**src/rtl/led_blink_driver.sv**
```systemverilog
// Turns single-cycle event strobes into visible LED blinks (ON_CYCLES lit, OFF_CYCLES dark).
// Events that arrive during a blink are queued in a saturating pending counter.
module led_blink_driver #(
  parameter int unsigned ON_CYCLES   = 1000000,
  parameter int unsigned OFF_CYCLES  = 1000000,
  parameter int unsigned MAX_PENDING = 15,
  parameter bit          ACTIVE_LOW  = 1'b0
) (
  input  logic                                 clk_i,
  input  logic                                 reset_n_i,
  input  logic                                 event_i,
  input  logic                                 clear_i,
  output logic                                 led_o,
  output logic                                 busy_o,
  output logic [$clog2(MAX_PENDING + 1) - 1:0] pending_o,
  output logic                                 overflow_o
);

  localparam int unsigned TMAX = (ON_CYCLES > OFF_CYCLES) ? ON_CYCLES : OFF_CYCLES;
  localparam int unsigned TW   = (TMAX > 1) ? $clog2(TMAX) : 1;
  localparam int unsigned PW   = $clog2(MAX_PENDING + 1);

  typedef enum logic [1:0] {
    IDLE = 2'd0,
    ON   = 2'd1,
    OFF  = 2'd2
  } state_e;

  state_e          state_q, state_d;
  logic [TW-1:0]   timer_q, timer_d;
  logic [PW-1:0]   pending_q, pending_d;
  logic            overflow_q, overflow_d;
  logic            led_q, led_d;
  logic            busy_q, busy_d;
  logic            start_c;

  // Next-state, timer, pending-counter and registered-output logic.
  always_comb begin
    state_d    = state_q;
    timer_d    = timer_q;
    pending_d  = pending_q;
    overflow_d = overflow_q;
    start_c    = 1'b0;

    unique case (state_q)
      IDLE: begin
        if (!clear_i && (pending_q != '0)) start_c = 1'b1;
      end
      ON: begin
        if (timer_q == '0) begin
          state_d = OFF;
          timer_d = TW'(OFF_CYCLES - 1);
        end else begin
          timer_d = timer_q - TW'(1);
        end
      end
      OFF: begin
        if (timer_q == '0) begin
          if (!clear_i && (pending_q != '0)) start_c = 1'b1;
          else                               state_d = IDLE;
        end else begin
          timer_d = timer_q - TW'(1);
        end
      end
      default: begin
        state_d = IDLE;
        timer_d = '0;
      end
    endcase

    if (start_c) begin
      state_d = ON;
      timer_d = TW'(ON_CYCLES - 1);
    end

    // A clear beats everything; an event that coincides with a start cancels out.
    if (clear_i) begin
      pending_d  = '0;
      overflow_d = 1'b0;
    end else if (event_i && start_c) begin
      pending_d = pending_q;
    end else if (event_i) begin
      if (pending_q < PW'(MAX_PENDING)) pending_d  = pending_q + PW'(1);
      else                              overflow_d = 1'b1;
    end else if (start_c) begin
      pending_d = pending_q - PW'(1);
    end

    led_d  = (state_d == ON) ^ ACTIVE_LOW;
    busy_d = (state_d != IDLE);
  end

  always_ff @(posedge clk_i) begin
    if (!reset_n_i) begin
      state_q    <= IDLE;
      timer_q    <= '0;
      pending_q  <= '0;
      overflow_q <= 1'b0;
      led_q      <= ACTIVE_LOW;
      busy_q     <= 1'b0;
    end else begin
      state_q    <= state_d;
      timer_q    <= timer_d;
      pending_q  <= pending_d;
      overflow_q <= overflow_d;
      led_q      <= led_d;
      busy_q     <= busy_d;
    end
  end

  assign led_o      = led_q;
  assign busy_o     = busy_q;
  assign pending_o  = pending_q;
  assign overflow_o = overflow_q;

endmodule

```
**config.mk**
```make
export PLATFORM = sky130hd
export DESIGN_NAME = led_blink_driver
export DESIGN_NICKNAME = d
export VERILOG_FILES = /design/src/rtl/led_blink_driver.sv
export SDC_FILE = /design/constraint.sdc
export NUM_CORES = 1
export LEC_CHECK = 0
export ABC_CLOCK_PERIOD_IN_PS = 5800
export CELL_PAD_IN_SITES_DETAIL_PLACEMENT = 2
export CELL_PAD_IN_SITES_GLOBAL_PLACEMENT = 2
export CORE_AREA = 8 8 77 79
export CTS_CLUSTER_SIZE = 10
export DETAILED_ROUTE_END_ITERATION = 10
export DIE_AREA = 0 0 85 87
export DONT_BUFFER_PORTS = 1
export GPL_ROUTABILITY_DRIVEN = 0
export PLACE_DENSITY = 0.83
export SLEW_MARGIN = 15
export SYNTH_ARGS = -nofsm -noshare
export SYNTH_HDL_FRONTEND = slang
export SYNTH_SLANG_ARGS = --single-unit
```
**constraint.sdc**
```tcl
create_clock -name clk_i -period 5.8 [get_ports clk_i]
set_clock_uncertainty 0.1 [all_clocks]
set_input_delay 0.87 -clock clk_i [delete_from_list [all_inputs] [get_ports clk_i]]
set_output_delay 0.87 -clock clk_i [all_outputs]
set_load 0.01 [all_outputs]
```
Word level (Yosys, flattened, before mapping) --
Cells that the tools add are included.
Operators by class: muxes and demuxes 15, reduce and logical (&&, ||, !) cells 14, add/subtract/negate cells 3, $lt $le $gt $ge 1, equal/unequal tests 7, bitwise gates (word level) 4
Operator list (count):
- 20-bit two-way mux | 3
- 20-bit case mux with 3 select lines | 1
- 20-bit zero test | 1
- 20-bit by 1-bit subtractor with 20-bit output (second input constant) | 1
- 4-bit two-way mux | 3
- 2-bit two-way mux | 4
- 2-bit case mux with 3 select lines | 1
- 3-bit AND reduction | 2
- 4-bit by 1-bit adder with 4-bit output (second input constant) | 1
- 2-bit by 1-bit == test with 1-bit output (second input constant) | 2
- 4-bit < comparator (second input constant) | 1
- 2-bit inequality test (second input constant) | 2
- 1-bit NOT | 4
- 2-bit AND reduction | 2
- 2-bit nonzero test | 2
- 4-bit nonzero test | 1
- 2-bit OR reduction | 2
- 4-bit by 1-bit subtractor with 4-bit output (second input constant) | 1
- 3-bit inequality test (second input constant) | 1
- 2-bit == test (second input constant) | 1
- 1-bit logical AND | 2
- 2-bit zero test | 1
- 1-bit two-way mux | 2
- 2-bit by 1-bit inequality test with 1-bit output (second input constant) | 1
- other kinds (2) | 2
Storage, ports and cells: register bits after elaboration 29, logic and storage cells 51

Longest topological paths before layout --
word-level depth 8, mapped depth 9

Least setup slack after synthesis --
OpenSTA, ideal clock, no wires.
path type register to register, start point reg timer_q[0], end point reg timer_q[11], clock period less this slack 2.736 ns, buffers on the path 2, slack 3.064 ns, arrival 2.493 ns, library setup time 0.143 ns, cell stages (with the launch flop) 10, path through dfxtp_1 -> inv_1 -> ha_1 -> or3b_1 -> clkbuf_1 -> nor4_4 -> clkbuf_1 -> nand2_1 -> a2bb2oi_1 -> nor3_1
Between the ends: cells in the longest elaborated chain, start to end 4, elaborated cells between the ends (all ways) 10, those cells by class 1 x add/sub; 1 x eq/ne; 5 x mux; 3 x reduce/logical
RTL lines:
- start, declared | RTL line 30 | logic [TW-1:0] timer_q, timer_d;
- start signal, assigned | RTL line 103 | timer_q <= timer_d;
- parallel branches: the longest is 4 deep, another holds 20-bit by 1-bit subtractor with 20-bit output
Several ways; the timed one is not identified. The select of a mux whose other input is x is not followed. A chain may end at the register's enable or synchronous reset.

Final worst setup path --
start point reg timer_q[0], end point reg timer_q[4]
Between the ends: cells in the longest elaborated chain, start to end 5, elaborated cells between the ends (all ways) 11, those cells by class 1 x add/sub; 2 x eq/ne; 6 x mux; 2 x reduce/logical
RTL lines:
- parallel branches: the longest is 5 deep, another holds 20-bit by 1-bit subtractor with 20-bit output
Several ways; the timed one is not identified. The select of a mux whose other input is x is not followed.

==> impl_metrics.py <==
metrics = {
    "synth": {
        "synth_top_family_by_area": "simple AND/OR/NAND/NOR gates",
        "yosys.area_share.simple_pct": 26.2,
        "synth_seq_cells": 29,
        "share_of_the_yosys_chip_area_belonging_to_registers_pct": 31.3,
        "post_synth.cell_area_avg_um2": 8.47,
        "synth_nets": 231,
        "synth-edff-count": 0,
        "synth.yosys.warnings": 0,
        "synth_cells": 219,
        "syn_area_um2": 1850,
        "synth_fa_ha_area_share_pct": 5.80,
        "postSynth.topFlopCell": "sky130_fd_sc_hd__dfxtp_1",
        "synth_compound_area_share_pct": 26.2,
        "xor_and_xnor_area_share_after_synthesis_pct": 2.83,
        "async_flop_share_pct": 0,
        "yosys-mux-area-fraction_pct": 2.77,
        "synth_cell_type_count": 50,
    },
    "power_and_ir_drop": {
        "power.density_nw_per_um2": 393,
        "report.power.total_mw": 0.777,
        "leakage_nw": 0.727,
        "ir_drop_v": 0.000115,
    },
    "routing": {
        "total_drc_errors_in_the_routed_layout": 0,
        "vias": 1724,
        "detail-route-antenna-nets": 0,
        "firstDrtPassIters": 4,
        "post_drt_wl_per_cell_um": 20.6,
        "routed_wl_um": 5610,
        "detail_route.iter0.violations": 57,
        "routed_via_density": 6.32,
    },
    "floorplanning": {
        "num_io_pins": 11,
        "placeableCoreArea_um2": 4850,
        "num_rows": 26,
        "die_height_um": 87,
        "effective_utilization_at_floorplan_pct": 38.3,
        "die-area_um2": 7400,
        "die_width_um": 85,
    },
    "critical_path": {
        "timing.critical_path.buf_inv": 1,
        "worstPathMaxFanout": 16,
        "crit_arrival_ps": 3410,
        "cpMaxStageDelayCell": "sky130_fd_sc_hd__nor4_4",
        "critical-path-max-stage-delay_ps": 800,
        "kind_of_critical_path": "reg -> reg",
        "crit_cells": 7,
        "setup.worst_path.start_class": "flip-flop",
        "path_delay_family": "simple AND/OR/NAND/NOR gates",
        "timing.critical_path.required_ps": 5870,
        "worstSetupEndpointType": "flip-flop",
        "worstPathCellList": "inv_1 > ha_1 > or3b_1 > nor4_4 > a21o_1 > o21ai_0 > o221a_2",
        "reg2reg_depth": 7,
    },
    "global_route": {
        "gr-usage-met2_pct": 27.6,
        "gr-max-usage-layer": "met2",
        "global_router_s_overall_resource_usage_pct": 16.3,
        "first_global_vias": 1836,
        "global_route_wire_length_before_repair_um": 9600,
        "grt.overflow.total": 0,
        "grt_use_met3_pct": 3.49,
        "grt_antenna_before_repair": 0,
        "groute.layer.met1.usage_pct": 19.9,
        "grt_start_max_net_pins": 24,
    },
    "clocking": {
        "insertion_delay_ps": 280,
        "clock_tree_from_tritoncts": "yes",
        "clk_pin_slew_ps": 60,
        "cts_repair_resize_count": 0,
        "cts_max_level": 2,
        "cts_buffers": 5,
        "cts-hold-fix-buffers": 0,
        "clockRootBuffer": "sky130_fd_sc_hd__clkbuf_8",
        "clock_sinks": 29,
        "clk_path_buf_depth": 2,
        "post-cts-setup-buffer-count": 0,
    },
    "run_status": {
        "result_of_the_run": "completed",
    },
    "min_path": {
        "min_path_cells": 2,
        "min_path_type": "reg -> reg",
    },
    "timing": {
        "layout_min_cycle_time_ps": 3340,
        "fmaxAchievable_mhz": 300,
        "timing.setup.tns_ps": 0,
        "timing.max_slew.rel_slack_pct": 33.5,
        "timing.final.max_slew_violations": 0,
        "rsz_0062_raised_after_global_routing": "no",
        "finalWorstSetupSlack_ps": 2460,
        "report.final.setup_viol": 0,
        "max_slew.worst_pin.slew_ps": 998,
        "hold_slack_ps": 417,
        "fin_crit_sh_pct": 57.5,
        "hold_viol": 0,
    },
    "placed_design": {
        "dpl_cell_area_um2": 1880,
        "place_inst": 265,
        "place_ws_ps": 2500,
        "dp_hpwl_um": 4110,
        "io_buffer_count": 0,
    },
    "layout": {
        "final_nets": 228,
        "post-route-util_pct": 40.8,
        "final_layout_size_suffix_gt1_share_pct": 10.6,
        "layout.cells.non_filler": 273,
        "layout.area.seq_um2": 581,
        "final.fill_count": 541,
        "inserted_diodes": 0,
        "layout-area-overhead-vs-synth_pct": 6.61,
        "total_area_of_multi_input_combinational_cells_um2": 1180,
        "fin_area_um2": 1980,
    },
    "run": {
        "max_cap_viol_count": 0,
    },
}
## cells by family (layout without fill, tap and decap cells)
kind of cell / Yosys count / after routing
AND/OR/NAND/NOR: 83 / 83
AO/OA/AOI/OAI: 68 / 68
flip-flops: 29 / 29
buffers and inverters: 20 / 18
adder cells (fa/ha/maj): 8 / 8
XOR/XNOR: 6 / 6
multiplexers: 5 / 5
## registers in the layout, summed over array words and instances (netlist names)
register and count:
timer_q 20, pending_o 4, state_q 2, busy_o 1, led_o 1, overflow_o 1
## placed cells by master, fill, tap and decap left out, drive strengths merged, types with 5 or more instances in the layout
cell type / Yosys / layout
a211oi: 10 / 10
a21oi: 18 / 18
a31oi: 5 / 5
clkbuf: 9 / 7
dfxtp: 29 / 29
ha: 7 / 7
inv: 9 / 9
nand2: 10 / 10
nor2: 14 / 14
nor3: 16 / 16
nor4: 6 / 6
o21ai: 10 / 10
or2: 5 / 5
or3: 6 / 6
or4: 11 / 11
xnor2: 5 / 5
## final timing paths
path	from	end	slack [ps]
worst max-delay path	timer_q[0]	timer_q[4]	2460
worst min-delay path	timer_q[5]	timer_q[5]	420
worst max register to register	timer_q[0]	timer_q[4]	2460
worst min register to register	timer_q[5]	timer_q[5]	420
## synthesized netlist by cell type (2+ instances only)
cell type	number	area share [%]
sky130_fd_sc_hd__a211oi_1	6	2.4
sky130_fd_sc_hd__a211oi_2	3	2.0
sky130_fd_sc_hd__a21o_1	4	1.6
sky130_fd_sc_hd__a21oi_1	18	4.9
sky130_fd_sc_hd__a31oi_1	5	1.7
sky130_fd_sc_hd__buf_6	2	1.2
sky130_fd_sc_hd__clkbuf_1	9	1.8
sky130_fd_sc_hd__dfxtp_1	29	31
sky130_fd_sc_hd__ha_1	7	4.7
sky130_fd_sc_hd__inv_1	9	1.8
sky130_fd_sc_hd__mux2i_1	4	2.2
sky130_fd_sc_hd__nand2_1	10	2.0
sky130_fd_sc_hd__nand2b_1	2	0.67
sky130_fd_sc_hd__nand3_1	2	0.54
sky130_fd_sc_hd__nand4_1	2	0.67
sky130_fd_sc_hd__nand4b_1	2	0.94
sky130_fd_sc_hd__nor2_1	14	2.8
sky130_fd_sc_hd__nor3_1	16	4.3
sky130_fd_sc_hd__nor3b_1	2	0.81
sky130_fd_sc_hd__nor4_1	5	1.7
sky130_fd_sc_hd__o21a_1	2	0.81
sky130_fd_sc_hd__o21ai_0	9	2.4
sky130_fd_sc_hd__o221a_2	2	1.2
sky130_fd_sc_hd__o31ai_1	4	1.6
sky130_fd_sc_hd__o41ai_1	4	1.9
sky130_fd_sc_hd__or2_2	4	1.3
sky130_fd_sc_hd__or3_1	6	2.0
sky130_fd_sc_hd__or4_1	10	4.0
sky130_fd_sc_hd__or4b_1	2	1.1
sky130_fd_sc_hd__xnor2_1	5	2.4
## metal layers
layer,vias to the layer above,share of wire [%]
met2,17,49
met1,862,47
met5,-,0
met4,0,1.2
li1,837,-
met3,8,2.5
## where the power goes
part / leakage, nW / internal [mW] / switching, mW
combinational: 0.435 / 0.117 / 0.211
clock: 0.0542 / 0.107 / 0.0766
sequential: 0.237 / 0.228 / 0.0372
## worst reg2reg max path, stage by stage (launching register included)
cell and delay (ps):
sky130_fd_sc_hd__dfxtp_1 330, sky130_fd_sc_hd__inv_1 80, sky130_fd_sc_hd__ha_1 200, sky130_fd_sc_hd__or3b_1 540
sky130_fd_sc_hd__nor4_4 800, sky130_fd_sc_hd__a21o_1 550, sky130_fd_sc_hd__o21ai_0 260, sky130_fd_sc_hd__o221a_2 360
## cell type report
class	count	share of cell area, %
Inverter	9	1.71
Clock inverter	1	0.253
Tap cell	56	3.54
Multi-Input combinational cell	170	59.9
Timing Repair Buffer	1	0.380
Sequential cell	29	29.4
Clock buffer	7	4.87
Note: power is estimated with default switching activity, not from simulation.
